`src/rtl/op_sram_arbiter.sv`:
```
// Cycle-by-cycle arbiter sharing the single-port OP SRAM between the host loader
// and the corelet: strict host priority or fair round-robin with a burst limit.
module op_sram_arbiter #(
    parameter int DW        = 128,
    parameter int AW        = 4,
    parameter int MAX_BURST = 4,
    parameter int CW        = 16
) (
    input  logic          clk,
    input  logic          reset,
    input  logic          host_sel,
    input  logic          h_req,
    input  logic          h_we,
    input  logic [AW-1:0] h_addr,
    input  logic [DW-1:0] h_wdata,
    output logic          h_gnt,
    output logic          h_rvalid,
    input  logic          c_req,
    input  logic          c_we,
    input  logic [AW-1:0] c_addr,
    input  logic [DW-1:0] c_wdata,
    output logic          c_gnt,
    output logic          c_rvalid,
    output logic [DW-1:0] rdata,
    output logic          sram_cen,
    output logic          sram_wen,
    output logic [AW-1:0] sram_a,
    output logic [DW-1:0] sram_d,
    input  logic [DW-1:0] sram_q,
    output logic [CW-1:0] conflict_cnt
);

    localparam int BCW = $clog2(MAX_BURST + 1);
    localparam logic [BCW-1:0] BC_MAX = BCW'(MAX_BURST);

    logic           r_last;
    logic [BCW-1:0] r_bc;
    logic           r_h_rv;
    logic           r_c_rv;
    logic [CW-1:0]  r_cnt;

    logic w_h_gnt;
    logic w_c_gnt;
    logic w_any_gnt;

    // Under contention both the alternation rule (bc below the cap) and the
    // burst cap (bc at MAX_BURST) hand the grant to whoever is not last.
    always_comb begin
        w_h_gnt = 1'b0;
        w_c_gnt = 1'b0;
        if (!reset) begin
            if (host_sel) begin
                w_h_gnt = h_req;
                w_c_gnt = c_req && !h_req;
            end else if (h_req && c_req) begin
                if (r_bc < BC_MAX) begin
                    w_h_gnt = r_last;
                    w_c_gnt = !r_last;
                end else begin
                    w_h_gnt = r_last;
                    w_c_gnt = !r_last;
                end
            end else begin
                w_h_gnt = h_req;
                w_c_gnt = c_req;
            end
        end
    end

    assign w_any_gnt = w_h_gnt || w_c_gnt;

    always_comb begin
        sram_cen = 1'b1;
        sram_wen = 1'b1;
        sram_a   = '0;
        sram_d   = '0;
        if (w_h_gnt) begin
            sram_cen = 1'b0;
            sram_wen = !h_we;
            sram_a   = h_addr;
            sram_d   = h_wdata;
        end else if (w_c_gnt) begin
            sram_cen = 1'b0;
            sram_wen = !c_we;
            sram_a   = c_addr;
            sram_d   = c_wdata;
        end
    end

    always_ff @(posedge clk) begin
        if (reset) begin
            r_last <= 1'b1;
            r_bc   <= '0;
            r_h_rv <= 1'b0;
            r_c_rv <= 1'b0;
            r_cnt  <= '0;
        end else begin
            r_h_rv <= w_h_gnt && !h_we;
            r_c_rv <= w_c_gnt && !c_we;
            if (!w_any_gnt) begin
                r_bc <= '0;
            end else if (w_c_gnt == r_last) begin
                if (r_bc != BC_MAX) begin
                    r_bc <= r_bc + BCW'(1);
                end
            end else begin
                r_bc   <= BCW'(1);
                r_last <= w_c_gnt;
            end
            if (h_req && c_req && (r_cnt != {CW{1'b1}})) begin
                r_cnt <= r_cnt + CW'(1);
            end
        end
    end

    // A read granted just before reset must not surface while reset is high.
    assign h_rvalid     = r_h_rv && !reset;
    assign c_rvalid     = r_c_rv && !reset;
    assign h_gnt        = w_h_gnt;
    assign c_gnt        = w_c_gnt;
    assign rdata        = sram_q;
    assign conflict_cnt = r_cnt;

endmodule

```
`config.mk`:
```
export PLATFORM = sky130hd
export DESIGN_NAME = op_sram_arbiter
export DESIGN_NICKNAME = d
export VERILOG_FILES = /design/src/rtl/op_sram_arbiter.sv
export SDC_FILE = /design/constraint.sdc
export NUM_CORES = 1
export LEC_CHECK = 0
export BUFFER_PORTS_ARGS = -buffer_cell sky130_fd_sc_hd__buf_2
export CAP_MARGIN = 40
export CORE_AREA = 2 2 269 271
export CTS_BUF_LIST = sky130_fd_sc_hd__clkbuf_16
export CTS_CLUSTER_DIAMETER = 150
export DETAILED_ROUTE_END_ITERATION = 8
export DIE_AREA = 0 0 271 273
export GPL_TIMING_DRIVEN = 0
export PLACE_DENSITY = 0.3
export SKIP_CTS_REPAIR_TIMING = 1
export SLEW_MARGIN = 0
export SYNTH_ARGS = -nofsm -noshare
export SYNTH_HDL_FRONTEND = slang
export SYNTH_SLANG_ARGS = --single-unit
```
`constraint.sdc`:
```
create_clock -name clk -period 4.7 [get_ports clk]
set_input_delay 0.94 -clock clk [delete_from_list [all_inputs] [get_ports clk]]
set_output_delay 0.94 -clock clk [all_outputs]
set_load 0.05 [all_outputs]
```
==> impl_summary.log <==
INFO  metric grt-ovfl-total = 0
INFO  metric grt_pass1_vias = 5372
INFO  metric ys.flop_type = sky130_fd_sc_hd__dfxtp_1
INFO  metric syn_nets = 807
INFO  metric combined_area_of_all_synthesized_cells = 3220 um2
INFO  metric power.density = 188 nW/um2
INFO  metric cts_sink_cnt = 19
INFO  metric detail_route.vias_per_cell = 2.86
INFO  metric grt_antenna_before_repair = 17
INFO  metric slew_viol_final = 0
INFO  metric sequential_cell_area = 380 um2
INFO  metric clockRootBuffer = sky130_fd_sc_hd__clkbuf_16
INFO  metric rr_worst_depth = 5
INFO  metric critical_path.startpoint_type = primary input
INFO  metric dieArea = 74000 um2
INFO  metric grt_start_max_net_pins = 12
INFO  metric gp_congestion = 0.799
INFO  metric crit_type = primary input to output port
INFO  metric maxUsedRoutingLayer = met5
INFO  metric worst_r2r_startpoint = conflict_cnt[0]
INFO  metric fin_crit = 4.46 ns
INFO  metric synth-edff-count = 0
INFO  metric drt_wl_total = 34600 um
INFO  metric design.portCount = 681
INFO  metric synth_largest_type_area_fraction = 0.359
INFO  metric synthDominantAreaCellType = sky130_fd_sc_hd__a22o_1
INFO  metric drtAntennaViolNets = 0
INFO  metric final_min_period_over_clock_period = 0.949
INFO  metric met1Wirelength = 13700 um
INFO  metric worstMarginPinSlew = 0.816 ns
INFO  metric critPathArrivalTime = 3.52 ns
INFO  metric critical_path.reg2reg.endpoint = conflict_cnt[3]
INFO  metric synth_seq_area_share = 0.118
INFO  metric share_of_layout_cells_above_drive_strength_1 = 0.722
INFO  metric critPathSlowestCell = sky130_fd_sc_hd__clkbuf_1
INFO  metric p_leak = 0.00388 uW
INFO  metric hpwl = 32400 um
INFO  metric worst_setup_path_end_kind = output port
INFO  metric worst_path_largest_cell_delay = 0.58 ns
INFO  metric route.vias.total = 5505
INFO  metric num-nets-final = 1368
INFO  metric power.ir.vdd_worst = 0.0993 mV
INFO  metric synth.yosys.warnings = 0
INFO  metric detail_route.wl_per_cell = 18.0 um
INFO  metric most_frequent_cell_after_synthesis = sky130_fd_sc_hd__a22o_1
INFO  metric clk_latency = 0.26 ns
INFO  metric cts_buf_count = 3
INFO  metric die_h = 273 um
INFO  metric fp.coreArea = 71000 um2
INFO  metric tritoncts = yes
INFO  metric worst-r2r-setup-slack = 2.53 ns
INFO  metric path_max_fanout = 10
INFO  metric finish.utilization = 0.103
INFO  metric met2_wirelength_from_detailed_routing = 15500 um
INFO  metric grt_setup_unrepaired = no
INFO  metric clock_path_buffers = 2
INFO  metric post_synth_most_frequent_cells = 132 x sky130_fd_sc_hd__a22o_1, 128 x sky130_fd_sc_hd__buf_4, 25 x sky130_fd_sc_hd__clkbuf_1
INFO  metric buffer_ports.inserted = 552
INFO  metric filler_instances = 8397
INFO  metric required_time_of_the_critical_path = 3.76 ns
INFO  metric ys_ff_latch = 19
INFO  metric global_route_wire_length_before_repair = 43100 um
INFO  metric ys_async_sr_fraction = 0
INFO  metric post_synth_main_area_contributors = sky130_fd_sc_hd__a22o_1 36%, sky130_fd_sc_hd__buf_4 30%, sky130_fd_sc_hd__dfxtp_1 12%
INFO  metric remaining_drc_errors = 0
INFO  metric run_status = finished clean
INFO  metric timing.critical_path.to = sram_d[86]
INFO  metric max-cap-violations = 0
INFO  metric core.rowCount = 98
INFO  metric die_x = 271 um
INFO  metric timing.critical_path.cells = buf_2 -> o21ai_0 -> and3b_1 -> clkbuf_1 -> clkbuf_1 -> buf_1 -> a22o_1 -> buf_2
INFO  metric timing.slew.headroom = 0.451
INFO  metric area_growth = 128%
INFO  metric grt.total_usage = 0.0843
INFO  metric max_clock_freq = 0.224 GHz
INFO  metric clk_transition_reported_paths = 0.06 ns
INFO  metric multi_input_comb_area = 1740 um2
INFO  metric timing.final.setup_violations = 0
INFO  metric syn_avg_cell_area = 7.91 um2
INFO  metric iteration_0_drc_markers = 156
INFO  metric drt_first_pass_iters = 4
INFO  metric floorplan.initialDensity = 0.0453
INFO  metric finClkSkew = 0.00341 ns
INFO  metric cts_max_level = 1
INFO  metric crit_path_start = host_sel
INFO  metric post-layout-total-power = 1380 uW
INFO  metric netlist_instances = 407
INFO  metric synth_cell_type_count = 33
INFO  metric met3_length = 4600 um
INFO  metric hold_path.class = flip-flop to flip-flop
INFO  metric timing.final.hold_violations = 0
-- state kept, by name, indices dropped and copies added (netlist names) --
signal / flops
conflict_cnt: 16
r_c_rv: 1
r_last: 1
r_h_rv: 1
-- cells in the final DEF (no fill, tap or decap), types with 2 or more instances in the layout --
cell type / synthesis / final
sky130_fd_sc_hd__nand2_1: 6 / 6
sky130_fd_sc_hd__o31ai_1: 6 / 6
sky130_fd_sc_hd__nor2b_1: 9 / 9
sky130_fd_sc_hd__nand3_1: 4 / 4
sky130_fd_sc_hd__buf_8: 0 / 4
sky130_fd_sc_hd__nor3_1: 3 / 3
sky130_fd_sc_hd__nand2b_1: 2 / 2
sky130_fd_sc_hd__nor4_1: 2 / 2
sky130_fd_sc_hd__nand4_1: 3 / 3
sky130_fd_sc_hd__o21ai_0: 6 / 6
sky130_fd_sc_hd__buf_2: 1 / 553
sky130_fd_sc_hd__buf_4: 128 / 128
sky130_fd_sc_hd__dfxtp_1: 19 / 19
sky130_fd_sc_hd__diode_2: 0 / 7
sky130_fd_sc_hd__or3_1: 4 / 4
sky130_fd_sc_hd__nor2_1: 9 / 9
sky130_fd_sc_hd__buf_1: 6 / 6
sky130_fd_sc_hd__inv_1: 5 / 5
sky130_fd_sc_hd__or4_1: 6 / 6
sky130_fd_sc_hd__clkbuf_16: 0 / 3
sky130_fd_sc_hd__mux2_2: 5 / 5
sky130_fd_sc_hd__a22o_1: 132 / 132
sky130_fd_sc_hd__o41ai_1: 2 / 2
sky130_fd_sc_hd__clkbuf_1: 25 / 25
sky130_fd_sc_hd__a21oi_1: 13 / 12
-- how the worst min path moves through the flow --
stage | from | endpoint | slack, ns | cells past startpoint
global route | conflict_cnt[15] | conflict_cnt[15] | 0.55 | 2
CTS | conflict_cnt[13] | conflict_cnt[13] | 0.50 | 2
finish | conflict_cnt[13] | conflict_cnt[13] | 0.50 | 2
detailed placement | conflict_cnt[13] | conflict_cnt[13] | 0.49 | 2
global placement | r_last | r_last | 0.49 | 2
floorplan | r_last | r_last | 0.48 | 2
-- logic make-up after synthesis --
| logic type | count (synthesis) | synth area share |
|---|---|---|
| multiplexers | 5 | 0.0175 |
| flip-flops | 19 | 0.118 |
| buffers and inverters | 165 | 0.342 |
| adder cells (fa/ha/maj) | 1 | 0.00389 |
| AND/OR/NAND/NOR | 55 | 0.103 |
| AO/OA/AOI/OAI | 162 | 0.415 |
-- metrics by stage --
step | worst slack (ns) | instance area, um2 | hold WS, ns | std cells | TNS (ns)
3_5_place_dp | 0.150 | 7230 | 0.488 | 1913 | 0
3_3_place_gp | -0.699 | 7170 | 0.493 | 1909 | -24.32
2_1_floorplan | 1.06 | 3220 | 0.477 | 407 | 0
6_report | 0.238 | 7330 | 0.495 | 1924 | 0
5_1_grt | 0.00234 | 7320 | 0.548 | 1920 | 0
4_1_cts | 0.132 | 7310 | 0.499 | 1917 | 0
-- metal layers --
layer | vias to the layer above | global-route usage
met5 | - | 0
met4 | 4 | 0.0201
met3 | 36 | 0.0389
met2 | 388 | 0.133
met1 | 2532 | 0.104
li1 | 2545 | -
-- report_power, final --
part	switching, uW	internal (uW)
combinational	726	300
clock	74.9	115
sequential	1.32	163
-- layout make-up --
| cell class | count | share of cell area |
|---|---|---|
| antenna | 7 | 0.00239 |
| buffer | 160 | 0.148 |
| clock buffer | 3 | 0.0102 |
| clock inverter | 1 | 0.000683 |
| inverter | 5 | 0.00256 |
| multi-input combinational | 223 | 0.238 |
| sequential | 19 | 0.0519 |
| tap | 950 | 0.162 |
| timing repair buffer | 556 | 0.385 |
-- worst max-delay path, delay by kind of cell --
kind	cells	cell delay, ns
compound gates	2	0.56
buf+inv	5	1.84
simple gates	1	0.17
(Power assumes the default switching activity.)
